<file path="config.mk">
export PLATFORM = sky130hd
export DESIGN_NAME = reg_file_param
export DESIGN_NICKNAME = d
export VERILOG_FILES = /design/src/rtl/reg_pkg.sv /design/src/rtl/reg_read_port.sv /design/src/rtl/reg_file_param.sv
export SDC_FILE = /design/constraint.sdc
export NUM_CORES = 1
export LEC_CHECK = 0
export CORE_MARGIN = 5
export CORE_UTILIZATION = 30
export CTS_CLUSTER_SIZE = 25
export DETAILED_ROUTE_END_ITERATION = 12
export HOLD_SLACK_MARGIN = 0.02
export SYNTH_ARGS = -nofsm -noshare
export SYNTH_HDL_FRONTEND = slang
export SYNTH_SLANG_ARGS = --single-unit
</file>
<file path="constraint.sdc">
create_clock -name clk -period 23.1 [get_ports clk]
set_clock_uncertainty 0.1 [all_clocks]
set_input_delay 3.465 -clock clk [delete_from_list [all_inputs] [get_ports clk]]
set_output_delay 3.465 -clock clk [all_outputs]
set_load 0.01 [all_outputs]
</file>
<file path="src/rtl/reg_pkg.sv">
// reg_pkg: shared defaults, named register indices and the byte-lane merge helper.
package reg_pkg;

    localparam int DEF_WIDTH = 16;
    localparam int DEF_DEPTH = 16;

    localparam int LOOP_REG  = 0;
    localparam int STEP_REG  = 1;
    localparam int PU_REG    = 13;
    localparam int SP_REG    = 14;
    localparam int PC_REG    = 15;

    localparam int LOOP_INIT = 10;

    // Widest register the merge helper handles; callers zero-extend into it.
    localparam int MAX_WIDTH = 256;
    localparam int MAX_LANES = MAX_WIDTH / 8;

    function automatic logic [MAX_WIDTH-1:0] byte_merge(
        input logic [MAX_WIDTH-1:0] old_v,
        input logic [MAX_WIDTH-1:0] new_v,
        input logic [MAX_LANES-1:0] be
    );
        logic [MAX_WIDTH-1:0] r;
        r = old_v;
        for (int i = 0; i < MAX_LANES; i++)
            r[8*i +: 8] = be[i] ? new_v[8*i +: 8] : old_v[8*i +: 8];
        return r;
    endfunction

endpackage

</file>
<file path="src/rtl/reg_read_port.sv">
// reg_read_port: registered read port selecting from the next-state register array.
module reg_read_port #(
    parameter int WIDTH = 16,
    parameter int DEPTH = 16,
    parameter int AW    = 4
) (
    input  logic             clk,
    input  logic             rst,
    input  logic [AW-1:0]    addr,
    input  logic [WIDTH-1:0] next_regs [DEPTH],
    output logic [WIDTH-1:0] rdata
);
    import reg_pkg::*;

    logic [WIDTH-1:0] rdata_d, rdata_q;

    // Address decode doubles as the range check: unmatched addresses read as zero.
    always_comb begin
        rdata_d = '0;
        for (int i = 0; i < DEPTH; i++)
            rdata_d = (addr == AW'(i)) ? next_regs[i] : rdata_d;
    end

    // Output register, cleared immediately on reset.
    always_ff @(posedge clk or posedge rst) begin
        if (rst) rdata_q <= '0;
        else     rdata_q <= rdata_d;
    end

    assign rdata = rdata_q;

endmodule

</file>
<file path="src/rtl/reg_file_param.sv">
// reg_file_param: parametrised register file with byte-lane writes, loop counter and auto-increment PC.
module reg_file_param #(
    parameter int WIDTH     = reg_pkg::DEF_WIDTH,
    parameter int DEPTH     = reg_pkg::DEF_DEPTH,
    parameter int AW        = $clog2(DEPTH),
    parameter int LOOP_REG  = reg_pkg::LOOP_REG,
    parameter int LOOP_INIT = reg_pkg::LOOP_INIT,
    parameter int PC_REG    = DEPTH - 1,
    parameter int PC_STEP   = 1
) (
    input  logic               clk,
    input  logic               rst,
    input  logic [AW-1:0]      A1,
    input  logic [AW-1:0]      A2,
    input  logic [AW-1:0]      A3,
    input  logic               regWrite,
    input  logic [WIDTH/8-1:0] BE3,
    input  logic [WIDTH-1:0]   WD3,
    input  logic               loopDec,
    input  logic               pcInc,
    output logic [WIDTH-1:0]   RD1,
    output logic [WIDTH-1:0]   RD2,
    output logic [WIDTH-1:0]   pcOut,
    output logic               loopZero,
    output logic               loopDone
);
    import reg_pkg::*;

    localparam logic [WIDTH-1:0] LOOP_RST = WIDTH'(LOOP_INIT);
    localparam logic [WIDTH-1:0] PC_INC   = WIDTH'(PC_STEP);
    localparam logic [WIDTH-1:0] ONE      = WIDTH'(1);

    if (WIDTH % 8 != 0 || WIDTH < 8 || WIDTH > MAX_WIDTH) begin : g_bad_width
        $error("reg_file_param: WIDTH must be a multiple of 8 between 8 and %0d", MAX_WIDTH);
    end
    if (DEPTH < 2 || DEPTH > 256) begin : g_bad_depth
        $error("reg_file_param: DEPTH must be within 2..256");
    end
    if (AW != $clog2(DEPTH)) begin : g_bad_aw
        $error("reg_file_param: AW is derived from DEPTH and must not be overridden");
    end
    if (LOOP_REG < 0 || LOOP_REG >= DEPTH || PC_REG < 0 || PC_REG >= DEPTH) begin : g_bad_index
        $error("reg_file_param: LOOP_REG and PC_REG must index existing registers");
    end
    if (LOOP_REG == PC_REG) begin : g_shared_index
        $warning("reg_file_param: LOOP_REG equals PC_REG; loop counter behaviour takes precedence");
    end

    logic [WIDTH-1:0] regs_q [DEPTH];
    logic [WIDTH-1:0] regs_d [DEPTH];
    logic             loop_done_d, loop_done_q;
    logic             wr_any;

    // A write with no lanes enabled is treated as no write at all, so it does not mask loop/PC updates.
    assign wr_any = regWrite && (BE3 != '0);

    // Next state per register: write beats loop decrement beats PC increment beats hold.
    always_comb begin
        loop_done_d = 1'b0;
        for (int i = 0; i < DEPTH; i++) begin
            regs_d[i] = regs_q[i];
            if (wr_any && A3 == AW'(i))
                regs_d[i] = WIDTH'(byte_merge(MAX_WIDTH'(regs_q[i]), MAX_WIDTH'(WD3), MAX_LANES'(BE3)));
            else if (i == LOOP_REG && loopDec) begin
                regs_d[i]   = (regs_q[i] == '0) ? regs_q[i] : regs_q[i] - ONE;
                loop_done_d = (regs_q[i] == ONE);
            end
            else if (i == PC_REG && pcInc)
                regs_d[i] = regs_q[i] + PC_INC;
        end
    end

    // Register array and done pulse; only the loop counter has a non-zero reset value.
    always_ff @(posedge clk or posedge rst) begin
        if (rst) begin
            for (int i = 0; i < DEPTH; i++)
                regs_q[i] <= (i == LOOP_REG) ? LOOP_RST : '0;
            loop_done_q <= 1'b0;
        end else begin
            for (int i = 0; i < DEPTH; i++)
                regs_q[i] <= regs_d[i];
            loop_done_q <= loop_done_d;
        end
    end

    assign pcOut    = regs_q[PC_REG];
    assign loopZero = (regs_q[LOOP_REG] == '0);
    assign loopDone = loop_done_q;

    reg_read_port #(.WIDTH(WIDTH), .DEPTH(DEPTH), .AW(AW)) u_rd1 (
        .clk       (clk),
        .rst       (rst),
        .addr      (A1),
        .next_regs (regs_d),
        .rdata     (RD1)
    );

    reg_read_port #(.WIDTH(WIDTH), .DEPTH(DEPTH), .AW(AW)) u_rd2 (
        .clk       (clk),
        .rst       (rst),
        .addr      (A2),
        .next_regs (regs_d),
        .rdata     (RD2)
    );

endmodule
</file>
==> results of run 1 <==
## placed cells by master (no fill, tap or decap), drive strengths merged, types with 28 or more instances in the layout
cell type	count
nand3	60
o22ai	34
inv	100
nand2	179
nor3	34
clkdlybuf4s50	80
mux2i	71
clkbuf	48
a31oi	28
mux2	98
buf	60
dfrtp	287
a21oi	102
o21ai	145
nor2	155
## path summary, 6_finish.rpt
check | start | slack [ns] | cells past startpoint | to
max reg2reg | regs_q[240] | 18.97 | 10 | u_rd2.rdata[2]
min reg2reg | regs_q[40] | 0.40 | 2 | regs_q[40]
max | BE3[0] | 15.43 | 9 | u_rd2.rdata[2]
min in group asynchronous | rst | 3.29 | 2 | regs_q[240]
max in group asynchronous | rst | 18.14 | 3 | regs_q[93]
min | regs_q[40] | 0.40 | 2 | regs_q[40]
## cells by family after synthesis
logic type / count (synthesis)
XOR/XNOR: 2
flip-flops: 289
buffers and inverters: 244
multiplexers: 180
AO/OA/AOI/OAI: 615
adder cells (fa/ha/maj): 4
AND/OR/NAND/NOR: 551
## power by group through the flow
stage	registers, W	logic, W	clock network [W]
2_1_floorplan	0.000659	0.000291	0
3_3_place_gp	0.000671	0.000485	0
3_5_place_dp	0.000674	0.000485	0
4_1_cts	0.000665	0.000488	0.000620
5_1_grt	0.000677	0.000529	0.000640
6_report	0.000666	0.000508	0.000613
## critical path: stages
cell and delay, ns:
clkdlybuf4s50_1 0.74, o21ai_2 1.05, nor2_1 0.11, buf_4 0.25, or4_1 0.49, o211ai_1 0.28
nand2_1 0.10, a2111oi_0 1.25, a2bb2oi_1 0.32
## registers in the layout, summed over array words and instances, names as in the netlist
name,flops
regs_q,240
pcOut,16
u_rd1.rdata,16
u_rd2.rdata,16
loopDone,1
## routing by layer
layer | vias to the layer above | wire length (um) | GRT usage, %
met3 | 292 | 12200 | 10.7
met5 | - | 24 | 0
li1 | 7132 | - | -
met1 | 8751 | 38300 | 39.2
met4 | 4 | 4900 | 11.7
met2 | 1313 | 37800 | 40.2
## per-stage QoR
| step | worst slack (ns) | area (um2) | power (W) | util (%) |
|---|---|---|---|---|
| after floorplan | 11.56 | 17400 | 0.000951 | - |
| final | 15.43 | 20200 | 0.00179 | 35.1 |
| after global placement | 15.25 | 18900 | 0.00116 | 32.9 |
| after detailed placement | 15.27 | 18900 | 0.00116 | 32.9 |
| after global routing | 15.50 | 20100 | 0.00185 | 35.1 |
| after CTS | 15.80 | 20100 | 0.00177 | 35.1 |
## final cells by class
class,instances,share of cell area (%)
clock buffer,48,4.95
antenna,2,0.0248
tap,765,4.75
inverter,96,1.83
sequential,289,35.9
timing repair buffer,140,6.18
clock inverter,14,1.19
multi-input combinational,1352,45.2
==> flow_metrics.env, run 1 <==
export IMPL_start_kind="input pin"
export IMPL_tns_ns=0
export IMPL_grt_overflow=0
export IMPL_synth_compound_area_share_pct=24.4
export IMPL_setup_viol=0
export IMPL_gp_congestion=1.04
export IMPL_worstMarginPinSlew_ns=1.45
export IMPL_synth_seq_area_share_pct=41.7
export IMPL_cts_setup_buffers=0
export IMPL_outcome="complete, but fails checks"
export IMPL_arrival_ns=8.05
export IMPL_initial_core_util_pct=30.2
export IMPL_clockBufferDepth=3
export IMPL_syn_num_nets=1924
export IMPL_layout_drive_gt1_share_pct=13.9
export IMPL_io_pins=85
export IMPL_synth_simple_area_share_pct=15.7
export IMPL_htreeDepth=2
export IMPL_viasPerCell=6.46
export IMPL_ys_seq_elements=289
export IMPL_cts_hold_buf=0
export IMPL_power_density_nw_per_um2=88.7
export IMPL_cts_tree="yes"
export IMPL_leakagePower_nw=8.67
export IMPL_clk_pin_slew_worst_paths_ns=0.05
export IMPL_cts_buffers=36
export IMPL_final_nets=1954
export IMPL_crit_path_end_kind="flop"
export IMPL_hpwlAfterDp_mm=66.5
export IMPL_yosysTopAreaCellShare_pct=41.4
export IMPL_fin_crit_ns=7.67
export IMPL_fillers=5964
export IMPL_yosys_most_used_dff="dfrtp_1"
export IMPL_dp_cells=2642
export IMPL_seqPwrFrac_pct=37.3
export IMPL_routed_wl_mm=93.2
export IMPL_grt_pass1_vias=16859
export IMPL_rsz0062_at_grt="no"
export IMPL_drc=0
export IMPL_p_clk_share_pct=34.3
export IMPL_post_cts_resized=0
export IMPL_die_h_um=251
export IMPL_area_delta_synth_final_pct=16.1
export IMPL_hold_path_class="flop to flop"
export IMPL_hold_viol=0
export IMPL_rows=88
export IMPL_final_max_slew_viol_count=0
export IMPL_dr_total_vias=17492
export IMPL_avgSynthCellArea_um2=9.21
export IMPL_critPathRequiredTime_ns=23.48
export IMPL_yosys_area_top_type="dfrtp_1"
export IMPL_finalCritPeriodShare_pct=33.2
export IMPL_cts_root_buf="clkbuf_16"
export IMPL_synth_mux_area_share_pct=11.9
export IMPL_chipWidth_um=251
export IMPL_cts_sink_count=289
export IMPL_ys_warn_count=0
export IMPL_synth_xor_area_share_pct=0.101
export IMPL_regArea_um2=7230
export IMPL_fp_dieArea_um2=62800
export IMPL_crit_fanout=20
export IMPL_final_cells=2706
export IMPL_netlist_instances=1885
export IMPL_slew_headroom_pct=0.565
export IMPL_netSwitchingFraction_pct=35.3
export IMPL_grt_use_total_pct=28.5
export IMPL_synthArstFlopShare_pct=100
export IMPL_synth_top_family_by_area="compound AO/OA/AOI/OAI gates"
export IMPL_synthTopCellsByCount="dfrtp_1, nand2_1, nor2_1, o21ai_0, a21oi_1"
export IMPL_maxCapViolations=1
export IMPL_design_core_area_um2=57500
export IMPL_fin_hold_ws_ns=0.401
export IMPL_drt_iter0_drc=2880
export IMPL_grt_max_degree=85
export IMPL_comb_power_share_pct=28.4
export IMPL_postRouteAntennaNets=0
export IMPL_synthesis_area_um2=17400
export IMPL_clk_latency_ns=0.59
export IMPL_p_int_w=0.00116
export IMPL_ir_drop_uv=65.0
export IMPL_synthAdderAreaFrac_pct=0.288
export IMPL_drt_first_pass_iters=8
export IMPL_synth_distinct_cells=95
export IMPL_failed_checks="capacitance limit"
export IMPL_p_sw_w=0.000631
export IMPL_grt_pass1_wl_mm=131
export IMPL_synth_most_common_cell="dfrtp_1"
export IMPL_multi_input_area_um2=9110
export IMPL_wire_per_inst_um=34.5
export IMPL_portBuffers=84
export IMPL_synth_edf_count=0
export IMPL_grt_antenna_before_repair=6
export IMPL_fmax_mhz=130
export IMPL_criticalPathCategory="input pin to flop"
export IMPL_synthTopCellsByArea="dfrtp_1, mux2_2, mux2i_1, o21ai_0, nand2_1"
No activity file was read; power rests on OpenSTA's default activity.
==> inputs of run 2 (changes only) <==
==> constraint.sdc (replaced) <==
create_clock -name clk -period 8 [get_ports clk]
set_clock_uncertainty 0.1 [all_clocks]
set_input_delay 1.2 -clock clk [delete_from_list [all_inputs] [get_ports clk]]
set_output_delay 1.2 -clock clk [all_outputs]
set_load 0.01 [all_outputs]
==> run 2 against run 1 <==
The flow now finishes without violations. Cell area increased by 0.44%. Via count is 3.2% higher. Power grew to 2.9 times the previous value. Global-route usage rose by 0.92 points. Sequential power grew to 2.9 times the previous value. Non-clock buffer count increased by 14. Final cell count up 0.59%. Largest cell class unchanged. Largest power group unchanged. Highest routed layer is now met4.
==> flow_metrics.env, run 2 (synthesis results as in run 1) <==
export IMPL_grt_pass1_wl_mm=135
export IMPL_final_common_cell="dfrtp_1"
export IMPL_drt_first_pass_iters=8
export IMPL_worstMarginPinSlew_ns=1.35
export IMPL_rows=88
export IMPL_holdPathStages=2
export IMPL_wire_per_inst_um=35.6
export IMPL_area_delta_synth_final_pct=16.7
export IMPL_cts_setup_buffers=0
export IMPL_cpMaxStageDelayCell="clkdlybuf4s50_1"
export IMPL_use_met1_pct=40.0
export IMPL_tns_ns=0
export IMPL_rsz0062_at_grt="no"
export IMPL_grt_max_degree=107
export IMPL_clk_latency_ns=0.59
export IMPL_arrival_ns=5.72
export IMPL_busiest_layer="met2"
export IMPL_fillers=5909
export IMPL_viasPerCell=6.63
export IMPL_met2_usage_pct=42.1
export IMPL_grt_overflow=0
export IMPL_final_area_um2=20200
export IMPL_finalPower_w=0.00513
export IMPL_drt_iter0_drc=3030
export IMPL_setup_slack_ns=2.58
export IMPL_grt_antenna_before_repair=2
export IMPL_mostFrequentLayoutCells="dfrtp_1, nand2_1, nor2_1"
export IMPL_top_register="regs_q"
export IMPL_design_core_area_um2=57500
export IMPL_finalCritPeriodShare_pct=67.8
export IMPL_power_density_nw_per_um2=254
export IMPL_cts_hold_buf=0
export IMPL_final_max_slew_viol_count=0
export IMPL_initial_core_util_pct=30.2
export IMPL_htreeDepth=2
export IMPL_io_pins=85
export IMPL_grt_pass1_vias=17167
export IMPL_postRouteAntennaNets=0
export IMPL_fin_crit_ns=5.42
export IMPL_hpwlAfterDp_mm=67.5
export IMPL_hold_viol=0
export IMPL_placed_cell_area_um2=19000
export IMPL_ir_drop_uv=126
export IMPL_die_h_um=251
export IMPL_start_kind="input pin"
export IMPL_min_delay_start="regs_q[40]"
export IMPL_dr_total_vias=18049
export IMPL_setup_viol=0
export IMPL_layout_drive_gt1_share_pct=15.0
export IMPL_grt_use_total_pct=29.4
export IMPL_worst_r2r_startpoint="regs_q[240]"
export IMPL_drc=0
export IMPL_leakagePower_nw=8.74
export IMPL_critPathRequiredTime_ns=8.29
export IMPL_ff2ff_setup_slack_ns=4.36
export IMPL_reg2reg_to="u_rd1.rdata[4]"
export IMPL_r2r_cells=10
export IMPL_path_cells="clkdlybuf4s50_1 -> nand4_2 -> nor2_2 -> mux2i_1 -> o21ai_0 -> a2111oi_1 -> o32ai_1"
export IMPL_chipWidth_um=251
export IMPL_post_place_ws_ns=1.93
export IMPL_outcome="finished, final reports clean"
export IMPL_routed_wl_mm=96.8
export IMPL_fin_hold_ws_ns=0.405
export IMPL_largest_reg_flops=240
export IMPL_cts_buffers=36
export IMPL_cts_tree="yes"
export IMPL_cp_slowest_stage_delay_ns=1.06
export IMPL_use_met3_pct=9.49
export IMPL_cts_sink_count=289
export IMPL_hold_path_end="regs_q[40]"
export IMPL_fmax_mhz=184
export IMPL_maxCapViolations=0
export IMPL_gp_congestion=1.04
export IMPL_crit_path_end_kind="flop"
export IMPL_clk_pin_slew_worst_paths_ns=0.06
export IMPL_post_cts_resized=0
export IMPL_cts_root_buf="clkbuf_16"
export IMPL_final_nets=1968
export IMPL_slew_headroom_pct=9.16
export IMPL_crit_fanout=26
export IMPL_clockBufferDepth=3
export IMPL_criticalPathCategory="input pin to flop"
export IMPL_fp_dieArea_um2=62800
export IMPL_portBuffers=84
export IMPL_hold_path_class="flop to flop"
-- run 2: per-layer routing --
metal | part of all wire, % | wire length, um
met1 | 40 | 38800
met2 | 41 | 39600
met3 | 13 | 12200
met4 | 6.3 | 6100
met5 | 0 | 0
-- run 2: power by group --
| part | total (W) | switching (W) | internal [W] |
|---|---|---|---|
| Combinational | 0.00147 | 0.000959 | 0.000514 |
| Sequential | 0.00193 | 0.000170 | 0.00176 |
| Clock | 0.00173 | 0.000723 | 0.00101 |
-- run 2: worst max-delay path, delay by kind of cell --
kind                   cells  cell delay, ns
AO/OA/AOI/OAI              3            1.69
AND/OR/NAND/NOR            2            1.35
buffers and inverters      1            1.06
multiplexers               1            0.38
-- run 2: how the worst max path moves through the flow --
stage / startpoint / end / slack, ns
after floorplan: rst / loopDone / 2.87
after global placement: A3[1] / u_rd1.rdata[4] / 1.94
after detailed placement: A3[1] / u_rd1.rdata[4] / 1.93
after CTS: A3[1] / u_rd1.rdata[4] / 2.51
after global routing: A3[1] / u_rd1.rdata[4] / 2.49
final: A3[0] / u_rd1.rdata[4] / 2.58
-- run 2: area by class of cell --
cell class	instances	area (um2)	area share, %
multi-input cells	1352	9110	45.0
flip-flops and latches	289	7230	35.7
repair buffers	154	1360	6.72
clock buffers	45	1030	5.07
well taps	765	957	4.73
inverters	96	364	1.80
clock inverters	19	186	0.921
diodes	2	5.00	0.0247
-- run 2: metrics by stage --
step | std cells | util [%]
final | 2722 | 35.2
after global routing | 2720 | 35.2
after CTS | 2719 | 35.2
after detailed placement | 2655 | 33.1
after global placement | 2655 | 33.1
after floorplan | 1885 | -
